[config.mk]
export PLATFORM = sky130hd
export DESIGN_NAME = kgp_risc_boot_loader
export DESIGN_NICKNAME = d
export VERILOG_FILES = /design/src/rtl/kgp_risc_boot_loader.sv
export SDC_FILE = /design/constraint.sdc
export NUM_CORES = 1
export LEC_CHECK = 0
export CAP_MARGIN = 25
export CORE_UTILIZATION = 45
export CTS_CLUSTER_SIZE = 8
export DETAILED_ROUTE_END_ITERATION = 16
export HOLD_SLACK_MARGIN = 0.12
export PLACE_DENSITY_LB_ADDON = 0.12
export SKIP_CTS_REPAIR_TIMING = 1
export SLEW_MARGIN = 20
export SYNTH_ARGS = -nofsm -noshare
export SYNTH_HDL_FRONTEND = slang
export SYNTH_SLANG_ARGS = --single-unit
[constraint.sdc]
create_clock -name clk -period 2.2 [get_ports clk]
set_input_delay 0.33 -clock clk [delete_from_list [all_inputs] [get_ports clk]]
set_output_delay 0.33 -clock clk [all_outputs]
set_load 0.05 [all_outputs]
[src/rtl/kgp_risc_boot_loader.sv]
// Boot loader: receives a length-prefixed big-endian byte image, writes 32-bit words into
// instruction memory from address 0, and holds the KGP-RISC core in reset until loading is done.
module kgp_risc_boot_loader #(
    parameter int unsigned ADDR_W   = 10,
    parameter int unsigned DATA_W   = 32,
    parameter int unsigned HOLD_CYC = 4
) (
    input  logic              clk,
    input  logic              rst,
    input  logic [7:0]        in_data,
    input  logic              in_valid,
    output logic              in_ready,
    input  logic              reload,
    output logic              imem_we,
    output logic [ADDR_W-1:0] imem_addr,
    output logic [DATA_W-1:0] imem_wdata,
    output logic              core_rst,
    output logic              load_done,
    output logic              load_err,
    output logic [ADDR_W:0]   words_loaded
);

    typedef enum logic [2:0] {
        StLenHi,
        StLenLo,
        StData,
        StWrite,
        StHold,
        StRun,
        StErr
    } state_e;

    localparam logic [16:0] MaxWords = 17'(2 ** ADDR_W);

    state_e              state_q, state_d;
    logic                armed_q;
    logic                core_rst_q;
    logic [7:0]          n_hi_q;
    logic [15:0]         n_q;
    logic [15:0]         n_new;
    logic [1:0]          byte_idx_q;
    logic [23:0]         word_q;
    logic [ADDR_W-1:0]   addr_q;
    logic [ADDR_W:0]     wl_q;
    logic [7:0]          hold_cnt_q;
    logic [ADDR_W-1:0]   imem_addr_q;
    logic [DATA_W-1:0]   imem_wdata_q;
    logic                xfer;
    logic                last_word;

    assign n_new     = {n_hi_q, in_data};
    assign xfer      = in_valid & in_ready;
    assign last_word = (17'(wl_q) + 17'd1) == {1'b0, n_q};

    always_ff @(posedge clk or negedge rst) begin
        if (!rst) begin
            state_q <= StLenHi;
        end else begin
            state_q <= state_d;
        end
    end

    always_comb begin
        state_d  = state_q;
        in_ready = 1'b0;
        unique case (state_q)
            StLenHi: begin
                in_ready = armed_q;
                if (xfer) state_d = StLenLo;
            end
            StLenLo: begin
                in_ready = armed_q;
                if (xfer) begin
                    if (n_new == 16'd0) begin
                        state_d = StHold;
                    end else if ({1'b0, n_new} > MaxWords) begin
                        state_d = StErr;
                    end else begin
                        state_d = StData;
                    end
                end
            end
            StData: begin
                in_ready = armed_q;
                if (xfer && byte_idx_q == 2'd3) state_d = StWrite;
            end
            StWrite: state_d = last_word ? StHold : StData;
            StHold: begin
                if (hold_cnt_q == 8'(HOLD_CYC - 1)) state_d = StRun;
            end
            StRun: begin
                if (reload) state_d = StLenHi;
            end
            StErr: begin
                if (reload) state_d = StLenHi;
            end
            default: state_d = StLenHi;
        endcase
    end

    always_ff @(posedge clk or negedge rst) begin
        if (!rst) begin
            armed_q      <= 1'b0;
            core_rst_q   <= 1'b1;
            n_hi_q       <= '0;
            n_q          <= '0;
            byte_idx_q   <= '0;
            word_q       <= '0;
            addr_q       <= '0;
            wl_q         <= '0;
            hold_cnt_q   <= '0;
            imem_addr_q  <= '0;
            imem_wdata_q <= '0;
        end else begin
            armed_q    <= 1'b1;
            // Registered from next state so core_rst is glitch-free and aligned with RUN.
            core_rst_q <= (state_d != StRun);
            hold_cnt_q <= (state_q == StHold) ? hold_cnt_q + 8'd1 : 8'd0;

            if (state_q == StLenHi && xfer) n_hi_q <= in_data;

            if (state_q == StLenLo && xfer) begin
                n_q        <= n_new;
                byte_idx_q <= '0;
                addr_q     <= '0;
                wl_q       <= '0;
            end

            if (state_q == StData && xfer) begin
                word_q     <= {word_q[15:0], in_data};
                byte_idx_q <= byte_idx_q + 2'd1;
                if (byte_idx_q == 2'd3) begin
                    imem_wdata_q <= {word_q, in_data};
                    imem_addr_q  <= addr_q;
                end
            end

            if (state_q == StWrite) begin
                addr_q     <= addr_q + 1'b1;
                wl_q       <= wl_q + 1'b1;
                byte_idx_q <= '0;
            end

            if ((state_q == StRun || state_q == StErr) && reload) begin
                addr_q <= '0;
                wl_q   <= '0;
            end
        end
    end

    assign imem_we      = (state_q == StWrite);
    assign imem_addr    = imem_addr_q;
    assign imem_wdata   = imem_wdata_q;
    assign core_rst     = core_rst_q;
    assign load_done    = (state_q == StRun);
    assign load_err     = (state_q == StErr);
    assign words_loaded = wl_q;

endmodule

# Word level (Yosys, flattened, before mapping)
# Index checks and enable logic that the tools add are counted.
word_totals:
  register_bits: 126
op_classes:
  add_sub_neg: 5
  n_lt_le_gt_ge: 1
  eq_ne: 10
  n_mux: 20
  bitwise: 1
  n_reduce_logical: 13
ops:
  columns: ["operator", "n"]
  rows:
  - ["$mux W11", 3]
  - ["$mux W10", 3]
  - ["$mux W3", 8]
  - ["$pmux W3 S6", 1]
  - ["$eq A12 B16 Y1", 1]
  - ["$gt A16 B11 Y1 const B", 1]
  - ["$logic_not A16 Y1", 1]
  - ["$add A11 B1 Y12 const B", 1]
  - ["$add A11 B1 Y11 const B", 1]
  - ["$add A10 B1 Y10 const B", 1]
  - ["$eq A3 B3 Y1 const B", 3]
  - ["$add A8 B1 Y8 const B", 1]
  - ["$eq A8 B2 Y1 const B", 1]
  - ["$mux W8", 1]
  - ["$eq A3 B2 Y1 const B", 2]
  - ["$mux W2", 3]
  - ["$reduce_bool A3 Y1", 2]
  - ["$logic_and A1 B1 Y1", 5]
  - ["$eq A3 B1 Y1 const B", 1]
  - ["$logic_not A3 Y1", 1]
  - ["$ne A3 B3 Y1 const B", 1]
  - ["$reduce_or A3 Y1", 1]
  - ["$add A2 B1 Y2 const B", 1]
  - ["$eq A2 B2 Y1 const B", 1]
  - ["other kinds (5)", 5]

# Depth between registers and ports, before layout
# Gate-level depths: netlist of run 1.
logic_depth:
  word_depth: 8
  mapped_depth: 8
  mapped_depth_nobuf: 7

# Worst setup path before layout of run 1
# OpenSTA, ideal clock, no wires.
synth_timing:
  path_kind: "register to register"
  from: "register wl_q[0] (netlist: words_loaded[0])"
  to: "register state_q[1]"
  setup_time_ns: 0.119
  arrival_ns: 2.162
  required_time_ns: 2.081
  path_slack_ns: -0.081
  stages_incl_launch_ff: 8
  cell_sequence: "dfrtp_1 ha_1 nand3_2 or3_4 o22a_1 o21ai_2 nand4_1 a21bo_2"
synth_via:
  elab_chain_len: 4
synth_lines:
  columns: ["element", "line", "rtl"]
  rows:
  - ["start, declared", "44", "logic [ADDR_W:0] wl_q;"]
  - ["start signal, assigned", "140", "wl_q <= wl_q + 1'b1;"]
  - ["$add A11 B1 Y12", "53", "assign last_word = (17'(wl_q) + 17'd1) == {1'b0, n_q};"]
  - ["$eq A12 B16 Y1", "53", null]
  - ["$mux W3", "87", "StWrite: state_d = last_word ? StHold : StData;"]
  - ["$pmux W3 S6", "66", "unique case (state_q)"]
  - ["via state_d[1]", "35", "state_e state_q, state_d;"]
  - ["end signal, assigned", "57", "state_q <= StLenHi;"]
  - ["end signal, assigned", "59", "state_q <= state_d;"]
  - ["end, declared", "35", null]
# The timed path passes the listed nets, and every way through them passes these cells.
# A chain may end at the register's enable or synchronous reset.

# Worst setup path in the final report of run 1
layout_timing:
  from: "register wl_q[7] (netlist: words_loaded[7])"
  to: "output words_loaded[7]"
layout_rtl:
  columns: ["element", "line", "rtl"]
  rows:
  - ["end, declared", "20", "output logic [ADDR_W:0] words_loaded"]
# No word-level cell between the ends.

==> results of run 1 <==
==> kinds of logic (layout without fill, tap and decap cells) <==
group / Yosys count / in the layout / synth area share
buffers and inverters: 26 / 128 / 0.02491
xor gates and xnor gates: 19 / 19 / 0.03012
and+or+nand+nor: 111 / 111 / 0.1042
DFF: 126 / 126 / 0.5710
AOI/OAI and AO/OA: 65 / 65 / 0.07271
other: 1 / 1 / 0.0006789
adders and majority gates: 4 / 4 / 0.009060
muxes: 92 / 92 / 0.1873
==> through the flow <==
stage	util	std cells	area (um2)	hold slack, ns
after floorplan	-	444	5532	0.03441
after global placement	0.5413	660	6501	0.4621
after detailed placement	0.5413	660	6501	0.4771
after CTS	0.5885	692	7069	0.04807
after global routing	0.5901	693	7088	0.5059
final	0.5901	693	7088	0.4812
==> worst register-to-register path, cell delays in order (launching register included) <==
cell and delay [ns]:
dfrtp_2 0.40, ha_2 0.24, nand3_2 0.12, or3_4 0.42
o22a_1 0.22, o21ai_2 0.11, nand4_1 0.17, a21bo_2 0.25
==> state kept, by name, summed over array words and instances (netlist names), 2 cells and up <==
name	flops
hold_cnt_q	8
byte_idx_q	2
word_q	24
state_q	3
addr_q	10
n_q	16
n_hi_q	8
words_loaded	11
imem_wdata	32
imem_addr	10
==> report_power, final <==
part | total, W | switching (W) | internal (W)
sequential | 0.00359 | 0.000558 | 0.00304
combinational | 0.00395 | 0.00242 | 0.00153
clock | 0.00264 | 0.000958 | 0.00169
total | 0.0102 | 0.00393 | 0.00625
==> metal layers <==
layer  wire, um  GRT usage
met3        480    0.06213
met2       5139     0.2971
met5          0          0
met4        172    0.07289
met1       5439     0.2651
==> cells in the final DEF (no fill, tap or decap), types with 3 or more instances in the layout <==
cell,count
and3_1,11
nand3_1,11
nand2_1,26
clkinv_2,5
nand4_1,4
o31ai_1,3
nor2_1,28
clkbuf_16,17
and3_2,4
a21oi_1,9
mux2_2,91
ha_1,3
clkbuf_1,3
a31oi_1,5
nor4_1,4
dfrtp_1,122
nand2b_1,3
xor2_1,9
dfrtp_2,3
o21ai_0,32
clkdlybuf4s50_1,63
xnor2_1,10
nor3_1,3
buf_12,5
buf_4,20
inv_1,6
==> final cells by class <==
class	count	share of cell area
Tap cell	147	0.02595
Inverter	6	0.003177
Sequential cell	126	0.4455
Clock buffer	21	0.06355
Multi-Input combinational cell	292	0.3177
Clock inverter	11	0.01659
Timing Repair Buffer	90	0.1274
==> path summary, 6_finish.rpt <==
path | slack (ns) | depth (start not counted) | from | end
worst max-delay path | 0.07 | 1 | words_loaded[7]$_DFFE_PN0P_ | words_loaded[7]
worst min-delay path | 0.48 | 1 | addr_q[9]$_DFFE_PN0P_ | addr_q[9]$_DFFE_PN0P_
worst max register to register | 0.16 | 7 | words_loaded[1]$_DFFE_PN0P_ | state_q[1]$_DFF_PN0_
worst min register to register | 0.48 | 1 | addr_q[9]$_DFFE_PN0P_ | addr_q[9]$_DFFE_PN0P_
max in group asynchronous | 1.07 | 3 | rst | state_q[1]$_DFF_PN0_
min in group asynchronous | 0.53 | 3 | rst | hold_cnt_q[7]$_DFF_PN0_
==> results.cfg, run 1 <==
[status]
status = complete, no violations

[routing]
num_vias = 3703
routed_wl_mm = 11.23
viasPerCell = 5.343
antenna_left = 0
first_pass_iters = 4
drcViolationCount = 0
drtIter0Drc = 190
wl_per_cell_um = 16.21

[worst_setup_path]
crit_path_max_incr_delay_ns = 0.86
worst_path_dominant_cell_family = buffers and inverters
crit_type = flip-flop to primary output
cpMaxStageDelayCell = clkdlybuf4s50_1
cp-end-kind = primary output
cp_max_fo = 8
path_buf_inv = 1
crit_required_ns = 1.87
startpoint_type = flip-flop
path_cells = clkdlybuf4s50_1
critPathArrivalTime_ns = 1.80

[timing]
fmax_ghz = 0.4705
finalSetupTns_ns = 0
finalHoldViolCount = 0
setup_violations = 0
rsz0062_at_grt = no
worstMarginPinSlew_ns = 0.7205
drv_slew = 0
min_period_ns = 2.125
slew-limit-headroom = 0.5197
finalClockSkew_ns = 0.006226
finalCritPeriodShare = 0.9661
worst_slack_ns = 0.07460

[power_and_ir_drop]
finalPower_w = 0.01019
p_per_area_mw_per_mm2 = 1437
p_leak_nw = 3.163
peakVddDrop_mv = 0.7759

[yosys]
netlist_area_mm2 = 0.005524
yosysTopAreaCell = dfrtp_1
syn_inst = 444
synth.distinct_cells = 51
syn_avg_cell_area_um2 = 12.44
yosys-top-cells-count = 125 x dfrtp_1, 91 x mux2_2, 32 x o21ai_0
async_flop_share = 1.000
synth_edf_count = 0
synthTopCellsByArea = dfrtp_1 57%, mux2_2 19%, o21ai_0 2.9%, nor2_1 2.0%, nand2_1 1.8%
ys_seq_elements = 126
yosysWarnings = 0
synth-main-ff-cell = dfrtp_1
yosysTopAreaCellShare = 0.5663
syn_nets = 460
synth_most_common_cell = dfrtp_1
synth-seq-area-share = 0.5710

[global_routing]
grt_pass1_vias = 3725
grt_pass1_wl_mm = 18.92
grt_max_degree = 127
antenna_found_initial = 0
grt_remaining_overflow = 0
grt_use_total = 0.1961

[hold_path]
hp-class = flip-flop to flip-flop

[finish]
diodes = 0
drive_above_1_share = 0.3077
nets = 549
area_delta_synth_final_pct = 28.31
seqCellArea_mm2 = 0.003158
multi_input_area_mm2 = 0.002252
fillCellCount = 1000

[clock_tree]
cts_tree = built
numClockSinks = 126
clock_latency_ns = 0.41
path_clk_slew_ns = 0.05
root_buffer = clkbuf_16
cts_htree_levels = 4
numCtsBuffers = 17
clockBufferDepth = 2

[placement]
gp_congestion = 0.7692
post-dp-hpwl_mm = 7.408
io_buffers = 69
post-place-ws_ns = -0.2051

[die]
dieArea_mm2 = 0.01272
fp.dieH_um = 112.8
rows = 40
initial_core_util = 0.4599
io_pins = 70
die_w_um = 112.8
coreArea_mm2 = 0.01201

[job]
max-cap-violations = 0
Note: power is estimated with default switching activity, not from simulation.
==> inputs of run 2 (changes only) <==
--- a/config.mk
+++ b/config.mk
@@ -5,6 +5,7 @@
 export SDC_FILE = /design/constraint.sdc
 export NUM_CORES = 1
 export LEC_CHECK = 0
+export ABC_AREA = 1
 export CAP_MARGIN = 25
 export CORE_UTILIZATION = 45
 export CTS_CLUSTER_SIZE = 8
==> run 2 against run 1 <==
Effect of this change: the run now ends with design-rule violations left; global-route usage increased by 1.6 points; critical path type unchanged; combinational power down 50%; first-iteration DRC count grew 54%; utilization up 1.0 points; via count is 20% higher; clock power increased by 4%; total power fell by 21%; final cell count increased by 24%; synthesized cell count increased by 40%; largest cell class unchanged.
==> results.cfg, run 2 <==
[routing]
drcViolationCount = 7
viasPerCell = 5.142
wl_per_cell_um = 14.10
routed_wl_mm = 12.14
first_pass_iters = 11
drtIter0Drc = 293
antenna_left = 0
num_vias = 4427

[yosys]
synth-main-ff-cell = dfrtp_1
syn_inst = 622
yosysWarnings = 0
netlist_area_mm2 = 0.005424
synth_edf_count = 0
synth-seq-area-share = 0.5815
yosysTopAreaCell = dfrtp_1
syn_avg_cell_area_um2 = 8.720
ys_seq_elements = 126
syn_nets = 638
yosysTopAreaCellShare = 0.5767
synth_most_common_cell = nand2_1
yosys-top-cells-count = 163 x nand2_1, 125 x dfrtp_1, 78 x inv_1
synth.distinct_cells = 35
synthTopCellsByArea = dfrtp_1 58%, nand2_1 11%, o21ai_0 5.5%, inv_1 5.4%, o21ai_1 3.8%
async_flop_share = 1.000

[power_and_ir_drop]
peakVddDrop_mv = 0.5564
p_per_area_mw_per_mm2 = 1157
p_leak_nw = 3.224
finalPower_w = 0.008029

[worst_setup_path]
path_buf_inv = 1
path_cells = clkdlybuf4s50_1
crit_start = core_rst$_DFF_PN1_
cp_max_fo = 1
crit_path_max_incr_delay_ns = 0.79
crit_type = flip-flop to primary output
startpoint_type = flip-flop
cpMaxStageDelayCell = clkdlybuf4s50_1
crit_required_ns = 1.87
critPathArrivalTime_ns = 1.73
regToRegStartpoint = words_loaded[0]$_DFFE_PN0P_
cp-end-kind = primary output
worst_path_dominant_cell_family = buffers and inverters

[timing]
fmax_ghz = 0.4856
hold_slack_ns = 0.4564
worstMarginPinSlew_ns = 0.5852
finalCritPeriodShare = 0.9361
setup_violations = 0
rsz0062_at_grt = no
slew-limit-headroom = 0.6098
min_period_ns = 2.059
finalSetupTns_ns = 0
finalHoldViolCount = 0
worst_slack_ns = 0.1406
drv_slew = 0
finalClockSkew_ns = 0.01043

[global_routing]
grt_use_total = 0.2120
grt_pass1_vias = 4230
antenna_found_initial = 0
grt_pass1_wl_mm = 20.55
grt_max_degree = 51
grt_remaining_overflow = 0

[job]
max-cap-violations = 0

[placement]
post-dp-hpwl_mm = 8.374
placed_area_mm2 = 0.006344
io_buffers = 69
gp_congestion = 0.8230
post-place-ws_ns = 0.2411

[die]
coreArea_mm2 = 0.01156
fp.dieH_um = 111.8
dieArea_mm2 = 0.01250
initial_core_util = 0.4690
rows = 39
io_pins = 70
die_w_um = 111.8

[finish]
layout_common_cells = 163 x nand2_1, 125 x dfrtp_1, 78 x inv_1
area_delta_synth_final_pct = 27.96
diodes = 0
largest_reg_flops = 32
nets = 721
drive_above_1_share = 0.08635
final_common_cell = nand2_1
fin_area_mm2 = 0.006940

[clock_tree]
path_clk_slew_ns = 0.05
cts_htree_levels = 4
clockBufferDepth = 2
numCtsBuffers = 17
clock_latency_ns = 0.42
cts_tree = built
root_buffer = clkbuf_16
numClockSinks = 126

[status]
status = complete, but fails checks
violations = design-rule violations

[hold_path]
hp-class = input port to async pin
==> run 2: cell count changes after synthesis, sizes merged, moves of 4 or more <==
| cell | change |
|---|---|
| inv | +75 |
| mux2 | -90 |
| nand2 | +138 |
| nor3 | +5 |
| or3 | -4 |
| nand3 | +16 |
| o22ai | +12 |
| o21ai | +68 |
| a31oi | -4 |
| nand4 | +4 |
| nor2 | +5 |
| xor2 | -6 |
| and3 | -15 |
| xnor2 | -7 |
==> run 2: layer usage <==
layer / vias up / track usage / part of all wire
met1: 2113 / 0.2971 / 0.49
met5: - / 0 / 0
li1: 2179 / - / -
met2: 124 / 0.3114 / 0.45
met3: 11 / 0.05716 / 0.052
met4: 0 / 0.08829 / 0.0097
==> run 2: power breakdown <==
group          switching, W  total [W]  internal [W]
Clock              0.000994    0.00274       0.00175
Combinational       0.00126    0.00196      0.000697
Sequential         0.000404    0.00333       0.00292
Total               0.00266    0.00803       0.00537
==> run 2: area by class of cell <==
class,count,area [um2]
well taps,143,178.9
fillers,1021,4624
clock inverters,10,112.6
repair buffers,85,850.8
flip-flops and latches,126,3154
inverters,82,307.8
clock buffers,22,474.2
multi-input cells,393,1862
==> run 2: worst paths after layout <==
kind / slack, ns / endpoint / cells after the start
min reg2reg: 0.46 / hold_cnt_q[0]$_DFF_PN0_ / 1
min: 0.46 / imem_addr[2]$_DFFE_PN0P_ / 2
min in group clk: 0.46 / hold_cnt_q[0]$_DFF_PN0_ / 1
max: 0.14 / core_rst / 1
max reg2reg: 0.23 / state_q[1]$_DFF_PN0_ / 14
max in group asynchronous: 1.07 / word_q[9]$_DFFE_PN0P_ / 3
==> run 2: stage by stage <==
step	util	instances
global route	0.6001	861
detailed placement	0.5485	828
finish	0.6001	861
CTS	0.5993	860
global placement	0.5485	828
floorplan	-	622
==> run 2: logic make-up after synthesis <==
kind of cell / share of synthesized area
other cells: 0.0006914
buf+inv: 0.07520
fa+ha+maj: 0.009228
simple gates: 0.1995
xor+xnor: 0.009690
mux: 0.003921
flops: 0.5815
compound gates: 0.1202
